### config.mk
export PLATFORM = sky130hd
export DESIGN_NAME = uart_rx_ctrl
export DESIGN_NICKNAME = d
export VERILOG_FILES = /design/src/rtl/uart_pkg.sv /design/src/rtl/uart_frame_fifo.sv /design/src/rtl/uart_rx_ctrl.sv
export SDC_FILE = /design/constraint.sdc
export NUM_CORES = 1
export LEC_CHECK = 0
export BUFFER_PORTS_ARGS = -buffer_cell sky130_fd_sc_hd__buf_4
export CAP_MARGIN = 25
export CORE_MARGIN = 1.5
export CORE_UTILIZATION = 60
export CTS_BUF_LIST = sky130_fd_sc_hd__clkbuf_8
export DETAILED_ROUTE_END_ITERATION = 10
export PLACE_DENSITY = 0.87
export REMOVE_ABC_BUFFERS = 1
export SYNTH_ARGS = -nofsm -noshare
export SYNTH_HDL_FRONTEND = slang
export SYNTH_SLANG_ARGS = --single-unit
### constraint.sdc
create_clock -name clk_16bd -period 7.05 [get_ports clk_16bd]
set_input_delay 1.0575 -clock clk_16bd [delete_from_list [all_inputs] [get_ports clk_16bd]]
set_output_delay 1.0575 -clock clk_16bd [all_outputs]
set_load 0.02 [all_outputs]
### src/rtl/uart_pkg.sv
// Shared types and constants for the UART receive-side controller.
package uart_pkg;

  typedef struct packed {
    logic [3:0] frame_length;
    logic       parity;
    logic       parity_type;
    logic       stop_bits;
  } uart_cfg_t;

  localparam logic [7:0] UART_ESC = 8'h1B;

  // Bit positions inside the byte that follows ESC
  localparam int CFG_LEN_LSB   = 0;
  localparam int CFG_LEN_MSB   = 3;
  localparam int CFG_PAR_BIT   = 4;
  localparam int CFG_PTYPE_BIT = 5;
  localparam int CFG_STOP_BIT  = 6;
  localparam int CFG_DATA_BIT  = 7;

  localparam uart_cfg_t UART_CFG_RST = '{
    frame_length: 4'd8,
    parity:       1'b0,
    parity_type:  1'b0,
    stop_bits:    1'b0
  };

  typedef enum logic {
    IDLE     = 1'b0,
    ESC_WAIT = 1'b1
  } uart_state_t;

  function automatic logic cfg_len_ok(input logic [3:0] len);
    return (len >= 4'd5) && (len <= 4'd9);
  endfunction

endpackage

### src/rtl/uart_frame_fifo.sv
// Synchronous show-ahead FIFO; rdata is the current head and reads as zero when empty.
module uart_frame_fifo #(
  parameter int DEPTH = 8,
  parameter int WIDTH = 9
) (
  input  logic             clk,
  input  logic             rst,
  input  logic             push,
  input  logic             pop,
  input  logic [WIDTH-1:0] wdata,
  output logic [WIDTH-1:0] rdata,
  output logic             full,
  output logic             empty,
  output logic             overflow
);

  localparam int AW = $clog2(DEPTH);

  logic [WIDTH-1:0] mem [DEPTH];
  logic [AW-1:0]    wr_ptr;
  logic [AW-1:0]    rd_ptr;
  logic [AW:0]      count;
  logic             do_push;
  logic             do_pop;

  assign empty    = (count == '0);
  assign full     = (count == (AW+1)'(DEPTH));
  assign do_pop   = pop & ~empty;
  // A pop in the same cycle frees the slot, so a push into a full FIFO still lands
  assign do_push  = push & (~full | do_pop);
  assign overflow = push & full & ~do_pop;
  assign rdata    = empty ? '0 : mem[rd_ptr];

  always_ff @(posedge clk) begin
    if (do_push) mem[wr_ptr] <= wdata;
  end

  always_ff @(posedge clk) begin
    if (rst) begin
      wr_ptr <= '0;
      rd_ptr <= '0;
      count  <= '0;
    end else begin
      if (do_push) wr_ptr <= wr_ptr + AW'(1);
      if (do_pop)  rd_ptr <= rd_ptr + AW'(1);
      case ({do_push, do_pop})
        2'b10:   count <= count + (AW+1)'(1);
        2'b01:   count <= count - (AW+1)'(1);
        default: count <= count;
      endcase
    end
  end

endmodule

### src/rtl/uart_rx_ctrl.sv
// Receive-side controller: escape-command decode, receiver config registers, data FIFO.
// Define UART_RX_CTRL_TIMEOUT_EN to build the escape timeout.
module uart_rx_ctrl
  import uart_pkg::*;
#(
  parameter int          FIFO_DEPTH  = 8,
  parameter logic [15:0] ESC_TIMEOUT = 16'd2560
) (
  input  logic       clk_16bd,
  input  logic       rst,
  input  logic [8:0] frame,
  input  logic       frame_valid,
  output logic       parity,
  output logic       parity_type,
  output logic       stop_bits,
  output logic [3:0] frame_length,
  output logic [8:0] data_out,
  output logic       data_valid,
  input  logic       data_ready,
  output logic       ovf,
  input  logic       ovf_clr,
  output logic       cmd_err,
  output logic       cfg_update
);

  uart_state_t state, state_nx;
  uart_cfg_t   cfg_q;
  logic        fv_q;
  logic        accept;
  logic        is_esc;
  logic        timeout;
  logic        push;
  logic [8:0]  push_data;
  logic        cfg_we;
  logic        err_set;
  logic        fifo_full;
  logic        fifo_empty;
  logic        fifo_ovf;

  assign accept = frame_valid & ~fv_q;
  assign is_esc = (frame[8] == 1'b0) && (frame[7:0] == UART_ESC);

`ifdef UART_RX_CTRL_TIMEOUT_EN
  logic [15:0] esc_cnt;

  // Held at zero outside ESC_WAIT, so it starts from zero on every entry
  always_ff @(posedge clk_16bd) begin
    if (rst || state != ESC_WAIT) esc_cnt <= '0;
    else                          esc_cnt <= esc_cnt + 16'd1;
  end

  assign timeout = (state == ESC_WAIT) && (esc_cnt == ESC_TIMEOUT - 16'd1);
`else
  logic unused_timeout_cfg;
  assign unused_timeout_cfg = ^ESC_TIMEOUT;
  assign timeout            = 1'b0;
`endif

  always_ff @(posedge clk_16bd) begin
    if (rst) state <= IDLE;
    else     state <= state_nx;
  end

  always_comb begin
    state_nx = state;
    case (state)
      IDLE:     if (accept && is_esc) state_nx = ESC_WAIT;
      ESC_WAIT: if (accept || timeout) state_nx = IDLE;
      default:  state_nx = IDLE;
    endcase
  end

  always_comb begin
    push      = 1'b0;
    push_data = frame;
    cfg_we    = 1'b0;
    err_set   = 1'b0;
    case (state)
      IDLE: if (accept && !is_esc) push = 1'b1;
      ESC_WAIT: begin
        if (accept) begin
          if (is_esc) begin
            push      = 1'b1;
            push_data = {1'b0, UART_ESC};
          end else if (!frame[CFG_DATA_BIT]) begin
            if (cfg_len_ok(frame[CFG_LEN_MSB:CFG_LEN_LSB])) cfg_we  = 1'b1;
            else                                            err_set = 1'b1;
          end else begin
            err_set = 1'b1;
          end
        end else if (timeout) begin
          err_set = 1'b1;
        end
      end
      default: ;
    endcase
  end

  always_ff @(posedge clk_16bd) begin
    if (rst) begin
      fv_q       <= 1'b1;
      cfg_q      <= UART_CFG_RST;
      cmd_err    <= 1'b0;
      cfg_update <= 1'b0;
      ovf        <= 1'b0;
    end else begin
      fv_q       <= frame_valid;
      cmd_err    <= err_set;
      cfg_update <= cfg_we;
      if (cfg_we) begin
        cfg_q.frame_length <= frame[CFG_LEN_MSB:CFG_LEN_LSB];
        cfg_q.parity       <= frame[CFG_PAR_BIT];
        cfg_q.parity_type  <= frame[CFG_PTYPE_BIT];
        cfg_q.stop_bits    <= frame[CFG_STOP_BIT];
      end
      // A new overflow beats a simultaneous clear
      if (fifo_ovf)     ovf <= 1'b1;
      else if (ovf_clr) ovf <= 1'b0;
    end
  end

  assign frame_length = cfg_q.frame_length;
  assign parity       = cfg_q.parity;
  assign parity_type  = cfg_q.parity_type;
  assign stop_bits    = cfg_q.stop_bits;
  assign data_valid   = ~fifo_empty;

  uart_frame_fifo #(
    .DEPTH (FIFO_DEPTH),
    .WIDTH (9)
  ) u_fifo (
    .clk      (clk_16bd),
    .rst      (rst),
    .push     (push),
    .pop      (data_ready),
    .wdata    (push_data),
    .rdata    (data_out),
    .full     (fifo_full),
    .empty    (fifo_empty),
    .overflow (fifo_ovf)
  );

  logic unused_full;
  assign unused_full = fifo_full;

endmodule

Yosys cells after proc, flatten, opt, wreduce, memory -nomap -nowiden
Memories as Yosys holds them, arrays and structs flattened. A register that Yosys moved wholly into a read port is not among the register bits.
Index checks and enable logic that the tools add are counted.
{"block": "op_classes", "n_addsub": 4, "order_cmp": 2, "n_eq_ne": 4, "n_mux": 25, "bitwise_logic": 13, "reduce_logical": 9}
{"cell": "$mux 9", "count": 4}
{"cell": "$mux 1", "count": 16}
{"cell": "$eq 8x5->1 const B", "count": 1}
{"cell": "$pmux 4 s2", "count": 1}
{"cell": "$not 1->1", "count": 7}
{"cell": "$add 3x1->3 const B", "count": 2}
{"cell": "$mux 3", "count": 2}
{"cell": "$and 1x1->1", "count": 5}
{"cell": "$add 4x1->4 const B", "count": 1}
{"cell": "$eq 4x4->1 const B", "count": 1}
{"cell": "$ge 4x3->1 const B", "count": 1}
{"cell": "$le 4x4->1 const B", "count": 1}
{"cell": "$logic_and 1x1->1", "count": 4}
{"cell": "$logic_not 4->1", "count": 1}
{"cell": "$pmux 1 s2", "count": 2}
{"cell": "$reduce_bool 2->1", "count": 2}
{"cell": "$reduce_or 4->1", "count": 1}
{"cell": "$sub 4x1->4 const B", "count": 1}
{"cell": "$eq 2x1->1 const B", "count": 1}
{"cell": "$eq 2x2->1 const B", "count": 1}
{"cell": "$logic_not 1->1", "count": 1}
{"cell": "$or 1x1->1", "count": 1}
{"block": "word_totals", "ff_bits": 22, "mem_bits_rw": 72, "out_inout_bits": 20, "elab_cells": 70, "memories": 1}
{"memory": "u_fifo.mem", "depth": 8, "word_bits": 9, "rd": 1, "rd_clocked_by_memory_dff": 1, "write_ports": 1, "line": "uart_frame_fifo.sv:19", "text": "logic [WIDTH-1:0] mem [DEPTH];"}

Longest topological paths before layout
Gate-level depths: netlist (run 1).
{"block": "depth", "word_depth": 9, "mapped_depth": 13, "mapped_depth_nobuf": 11}

By module
A second synthesis (run 1) with hierarchy kept.
{"block": "unflattened", "hier_cells": 260, "hier_area_um2": 4066.4}
{"mod": "uart_frame_fifo", "instances": 1, "cells_each": 197, "area_each_um2": 3498.4, "seq_area_each_um2": 2422.3}
{"mod": "uart_rx_ctrl", "instances": 1, "cells_each": 63, "area_each_um2": 568.0, "seq_area_each_um2": 240.2}

Least setup slack after synthesis (run 1)
Ideal clock, no wire load.
{"block": "synth_path", "path_type": "input-to-reg", "startpoint": "input port frame[6]", "endpoint": "register u_fifo.count[2]", "t_arrival_ns": 3.422, "t_required_ns": 6.979, "setup_slack_ns": 3.557, "path_stages": 11, "path_buffers": 0, "cell_sequence": "or3b_1 > nor3_2 > mux2_2 > inv_2 > ha_1 > xor2_1 > ha_1 > a21oi_1 > xor2_1 > or3_1 > a21oi_1"}
{"block": "synth_via", "elab_chain_cells": 9}
{"item": "from (decl)", "line": "uart_rx_ctrl.sv:11", "text": "input logic [8:0] frame,"}
{"item": "$eq 8x5->1 (*)", "line": "uart_rx_ctrl.sv:41", "text": "assign is_esc = (frame[8] == 1'b0) && (frame[7:0] == UART_ESC);"}
{"item": "$logic_and 1x1->1 (*)", "line": "uart_rx_ctrl.sv:41"}
{"item": "$logic_not 1->1", "line": "uart_rx_ctrl.sv:79", "text": "IDLE: if (accept && !is_esc) push = 1'b1;"}
{"item": "$logic_and 1x1->1", "line": "uart_rx_ctrl.sv:79"}
{"item": "$mux 1", "line": "uart_rx_ctrl.sv:79"}
{"item": "$pmux 1 s2 (*)", "line": "uart_rx_ctrl.sv:78", "text": "case (state)"}
{"item": "$and 1x1->1 (*)", "line": "uart_frame_fifo.sv:30", "text": "assign do_push = push & (~full | do_pop);"}
{"item": "$eq 2x1->1 / $eq 2x2->1 (equally long branches)", "line": "uart_frame_fifo.sv:46", "text": "case ({do_push, do_pop})"}
{"item": "$pmux 4 s2 / $reduce_bool 2->1 (equally long branches)"}
{"item": "to (signal assigned)", "line": "uart_frame_fifo.sv:47", "text": "2'b10: count <= count + (AW+1)'(1);"}
{"item": "to (signal assigned)", "line": "uart_frame_fifo.sv:48", "text": "2'b01: count <= count - (AW+1)'(1);"}
{"item": "to (signal assigned)", "line": "uart_frame_fifo.sv:49", "text": "default: count <= count;"}
{"item": "to (decl)", "line": "uart_frame_fifo.sv:22", "text": "logic [AW:0] count;"}
Every way passes the cells marked *; elsewhere a longest branch is shown, timed or not.
A chain may end at the register's enable or synchronous reset.

Final worst setup path (run 1)
Same ends and word-level chain as after synthesis.

==> run summary, run 1 <==
Layout Nets - 312
Pin count of the biggest net entering global routing - 35
Leak pwr - 1.560 nW
Clk slew on worst S/H paths - 90 ps
Synthesis-to-finish area growth - 13.99%
Max_cap viols - 0
Drt wl/cell - 20.09 um
Synthesized area - 4060 sq um
H-tree Lvls - 3
Final TNS setup - 0 ps
Clock skew - 6.463 ps
Placed cells - 359
Final hold violations - 0
Crit path kind - in2reg
RSZ-0062 raised after global routing - false
CP peak stage delay - 450 ps
Pre-antenna DRT Iters - 7
Syn avg cell area - 15.44 sq um
# DRC - 3
Synth Instances - 263
Multi-input gate area - 1340 sq um
Ys Warns - 0
CP Launch Type - input port
Final wirelength - 7.535 mm
Synth Register Bits - 97
TritonCTS Buffers - 9
Antenna-violating nets left - 0
Bufs on Longest Clock Path - 2
Share of cells above drive strength 1 - 30.20%
Pwr per Cell Area - 300.1 nW/um^2
Rel. slew slack - 39.25%
Post-Layout Cell Count - 375
Vias in the first global route - 2334
Crit share post-route - 50.17%
Core Util, Final - 71.66%
Final setup viols - 0
Root buf cell - clkbuf_8
Global placement routability congestion - 0.8329
Via density - 5.963
FILL cells - 419
Area of the die - 7269 sq um
Via count - 2236
First-pass GRT wire length - 11.85 mm
Starting density of the core - 62.86%
Post-CTS sizing - 0
CTS Sinks - 97
CP max FO - 10
EDFF count, synth - 72
Clk Latency, worst-skew pair - 360 ps
Total GRT Usage - 22.95%
Grt total ovfl - 0
Register area share after synthesis - 65.58%
Prevailing post-synth register cell - edfxtp_1
Ports - 34
Peak VDD IR - 0.1949 mV
Core area - 6459 sq um
CTS tree - yes
Setup repair bufs after CTS - 0
PortBufs - 33
Starting DRC count in detailed routing - 198
Failing checks - DRC
Async S/R FF share, synth - 0%
Crit end category - register
Max Transition Viols Final - 0
Worst hold path class - reg2reg
Register Area - 2663 sq um
N_diodes - 0
Worst EP arrival - 3830 ps
Final min period - 3537 ps
CTS Hold Bufs - 0
Chip height - 85.26 um
Initial antenna violation count - 0
Post-synthesis cell type count - 43
Final HPWL DP - 4.965 mm
Worst-Margin Slew - 906.3 ps
Worst-path cell chain - buf_4 -> or3b_1 -> nor3_2 -> mux2_2 -> inv_2 -> ha_1 -> xor2_1 -> ha_1 -> a21oi_1 -> xor2_1 -> or3_1 -> a21oi_1
Required @ worst endpoint - 7340 ps
Critical path's slowest cell - or3b_1
Die X - 85.26 um
# rows - 29
Status - finished with violations
F_max - 282.7 MHz
## cells by family (layout without fill, tap and decap cells)
kind of cell	after synthesis	after routing	synth area share, %
XOR/XNOR	5	5	1.079
flip-flops	97	97	65.58
adder cells (fa/ha/maj)	5	5	1.541
AO/OA/AOI/OAI	14	14	2.589
multiplexers	41	41	15.90
AND/OR/NAND/NOR	77	77	11.03
buffers and inverters	24	59	2.280
## path summary, 6_finish.rpt
kind                    from               to  slack, ps  depth (start not counted)
min                      ovf              ovf        460                          2
max reg2reg  u_fifo.count[0]  u_fifo.count[2]       4250                         11
min reg2reg              ovf              ovf        460                          2
max                 frame[6]  u_fifo.count[2]       3510                         12
## per-stage QoR
| step | cell area, sq um | setup WS [ps] | hold slack, ps | power [mW] |
|---|---|---|---|---|
| 2_1_floorplan | 3986 | 3561 | 464.8 | 0.8888 |
| 3_3_place_gp | 4403 | 3231 | 430.7 | 1.003 |
| 3_5_place_dp | 4403 | 3155 | 442.2 | 1.010 |
| 4_1_cts | 4628 | 3537 | 463.1 | 1.402 |
| 5_1_grt | 4628 | 3276 | 520.8 | 1.455 |
| 6_report | 4628 | 3513 | 462.7 | 1.389 |
## layout make-up
type / instances / share of cell area [%]
flip-flops and latches: 97 / 57.53
clock inverters: 7 / 2.190
inverters: 5 / 0.4055
well taps: 77 / 2.082
multi-input cells: 142 / 28.95
clock buffers: 9 / 2.676
repair buffers: 38 / 6.164
## where the power goes
group / internal, mW / total, mW / switching [mW]
Clock: 0.204 / 0.400 / 0.196
Combinational: 0.156 / 0.341 / 0.185
Sequential: 0.628 / 0.648 / 0.0204
## cell usage in the layout (no fill, tap or decap), types with 4 or more instances in the layout
cell and instances:
xor2_1 4, mux4_2 18, nor2_1 23, nor2b_1 4, nor4_2 4, clkbuf_8 9, mux2i_1 18, a21oi_1 6
mux2_2 4, dfxtp_1 25, nand2b_1 16, edfxtp_1 72, nand2_1 5, buf_4 38, ha_1 5
## sequential cells by signal, summed over array words and instances (netlist names), named ones only
signal,count
u_fifo.wr_ptr,3
fv_q,1
stop_bits,1
u_fifo.mem,72
parity_type,1
u_fifo.rd_ptr,3
frame_length,4
cmd_err,1
state,1
u_fifo.count,4
ovf,1
parity,1
cfg_update,1
## cell usage after synthesis (all sizes together), types with 5 or more instances
cell	instances	area [sq um]
a21oi	6	30.03
mux4	18	405.4
dfxtp	25	500.5
edfxtp	72	2162
ha	5	62.56
nor4	7	43.79
nand2	5	18.77
nor2	24	97.59
inv	5	18.77
mux2i	18	180.2
nand2b	17	113.9
mux2	5	60.05
clkbuf	15	56.30
## worst max-delay path: cells and delay by family
family / cells / cell delay (ps)
AND/OR/NAND/NOR: 3 / 1070
multiplexers: 1 / 440
buffers and inverters: 2 / 320
AO/OA/AOI/OAI: 2 / 170
adder cells (fa/ha/maj): 2 / 430
XOR/XNOR: 2 / 330
## per-layer routing
metal	share of wire [%]	GRT usage, %	vias up
li1	-	-	1050
met1	41	29.37	1089
met2	50	37.88	86
met3	7.0	4.669	11
met4	1.8	11.14	0
met5	0	0	-
No activity file was read; power rests on OpenSTA's default activity.
==> run 2, diff against run 1 <==
==> constraint.sdc (replaced) <==
create_clock -name clk_16bd -period 3.28 [get_ports clk_16bd]
set_input_delay 0.492 -clock clk_16bd [delete_from_list [all_inputs] [get_ports clk_16bd]]
set_output_delay 0.492 -clock clk_16bd [all_outputs]
set_load 0.02 [all_outputs]
==> run summary, run 2 (same netlist as run 1, synthesis figures left out) <==
Setup repair bufs after CTS - 0
Clock skew - 5.577 ps
DP Area - 4431 sq um
Multi-input gate area - 1330 sq um
Clk slew on worst S/H paths - 90 ps
Layout Nets - 317
Grt total ovfl - 0
Final hold violations - 0
CP peak stage delay - 450 ps
Vias in the first global route - 2247
Internal power - 2.067 mW
Pre-antenna DRT Iters - 7
Die X - 85.26 um
R2R Setup Slk - 650 ps
Post-Layout Cell Count - 380
CP Launch Type - input port
Bufs on Longest Clock Path - 2
CTS Sinks - 97
NetSw - 0.8814 mW
Max reg flops - 72
TritonCTS Buffers - 9
Largest registers - u_fifo.mem x72, frame_length x4, u_fifo.count x4
Global placement routability congestion - 0.7880
Pin count of the biggest net entering global routing - 35
Worst-Margin Slew - 877.8 ps
Via density - 5.876
Most common cell after layout, fill and taps aside - edfxtp_1
F_max - 359.1 MHz
Worst EP arrival - 3080 ps
CTS Hold Bufs - 0
Critical path's slowest cell - or3b_1
# rows - 29
Reg2Reg Depth - 11
Largest register by flop count - u_fifo.mem
Pre-CTS WS - 160.7 ps
Core area - 6459 sq um
Status - finished with violations
N_diodes - 0
Placed cells - 364
FILL cells - 430
Pwr per Cell Area - 636.3 nW/um^2
Crit end category - register
Post-CTS sizing - 0
Final TNS setup - 0 ps
Final wirelength - 7.724 mm
Critical register-to-register path endpoint - u_fifo.count[2]
Gate power share - 26.1%
Crit share post-route - 84.89%
Critical R2R Launch - u_fifo.count[0]
Antenna-violating nets left - 0
Required @ worst endpoint - 3570 ps
Delay-heaviest family, CP - simple AND/OR/NAND/NOR gates
Failing checks - DRC
Ports - 34
Worst-path cell chain - buf_4 -> or3b_1 -> nor3_2 -> mux2_2 -> inv_2 -> ha_1 -> xor2_1 -> ha_1 -> a21oi_1 -> xor2_1 -> or3_1 -> a21oi_1
Synthesis-to-finish area growth - 14.11%
Max Transition Viols Final - 0
Final HPWL DP - 4.906 mm
Crit path kind - in2reg
Crit path depth - 12
Clk Latency, worst-skew pair - 350 ps
CP Capture Point - u_fifo.count[2]
Total GRT Usage - 23.15%
Rel. slew slack - 41.40%
Share of cells above drive strength 1 - 30.69%
Final min period - 2785 ps
Flop pwr share - 47.3%
Sw Ratio - 29.90%
First-pass GRT wire length - 12.19 mm
PortBufs - 33
Commonest non-fill, non-tap cells in the layout - edfxtp_1, buf_4, dfxtp_1
H-tree Lvls - 3
Final setup viols - 0
Worst setup startpoint - frame[6]
Root buf cell - clkbuf_8
Starting DRC count in detailed routing - 147
WP buf/inv - 2
Initial antenna violation count - 0
Final WS setup - 495.5 ps
Max_cap viols - 0
Starting density of the core - 62.86%
CTS tree - yes
RSZ-0062 raised after global routing - false
Area of the die - 7269 sq um
Total power - 2.948 mW
Register Area - 2663 sq um
Peak VDD IR - 0.5368 mV
Design Area, Final - 4633 sq um
Leak pwr - 1.569 nW
Worst hold path class - in2reg
Clock power frac - 26.6%
Chip height - 85.26 um
Drt wl/cell - 20.33 um
Via count - 2233
# DRC - 3
CP max FO - 10
run 2: layer usage:
metal | routed length [um] | vias up | global-route usage (%) | share of wire (%)
met5 | 0 | - | 0 | 0
met4 | 177 | 0 | 9.824 | 2.3
met3 | 423 | 15 | 3.794 | 5.5
met2 | 3935 | 78 | 38.31 | 51
met1 | 3188 | 1086 | 30.82 | 41
li1 | - | 1054 | - | -
run 2: power groups by stage:
stage / clock (mW) / sequential [mW] / combinational (mW)
floorplan: 0 / 1.44 / 0.467
global placement: 0 / 1.42 / 0.755
detailed placement: 0 / 1.42 / 0.767
CTS: 0.791 / 1.39 / 0.778
global route: 0.841 / 1.40 / 0.843
finish: 0.784 / 1.39 / 0.770
run 2: stage by stage:
stage / hold slack (ps) / utilization [%]
after floorplan: 464.8 / -
after global routing: 350.4 / 71.74
after detailed placement: 446.7 / 68.60
final: 362.7 / 71.74
after CTS: 351.5 / 71.74
after global placement: 430.3 / 68.60
run 2: cell type report:
| type | instances | area share, % |
|---|---|---|
| Clock inverter | 7 | 1.701 |
| Multi-Input combinational cell | 142 | 28.71 |
| Tap cell | 77 | 2.079 |
| Inverter | 5 | 0.4051 |
| Timing Repair Buffer | 43 | 6.967 |
| Clock buffer | 9 | 2.674 |
| Sequential cell | 97 | 57.47 |
run 2: worst min-delay path by stage:
stage	from	to	slack (ps)	cells after the start
floorplan	state	state	460	2
global placement	ovf	ovf	430	2
detailed placement	ovf	ovf	450	2
CTS	frame_valid	fv_q	350	2
global route	frame_valid	fv_q	350	2
finish	frame_valid	fv_q	360	2
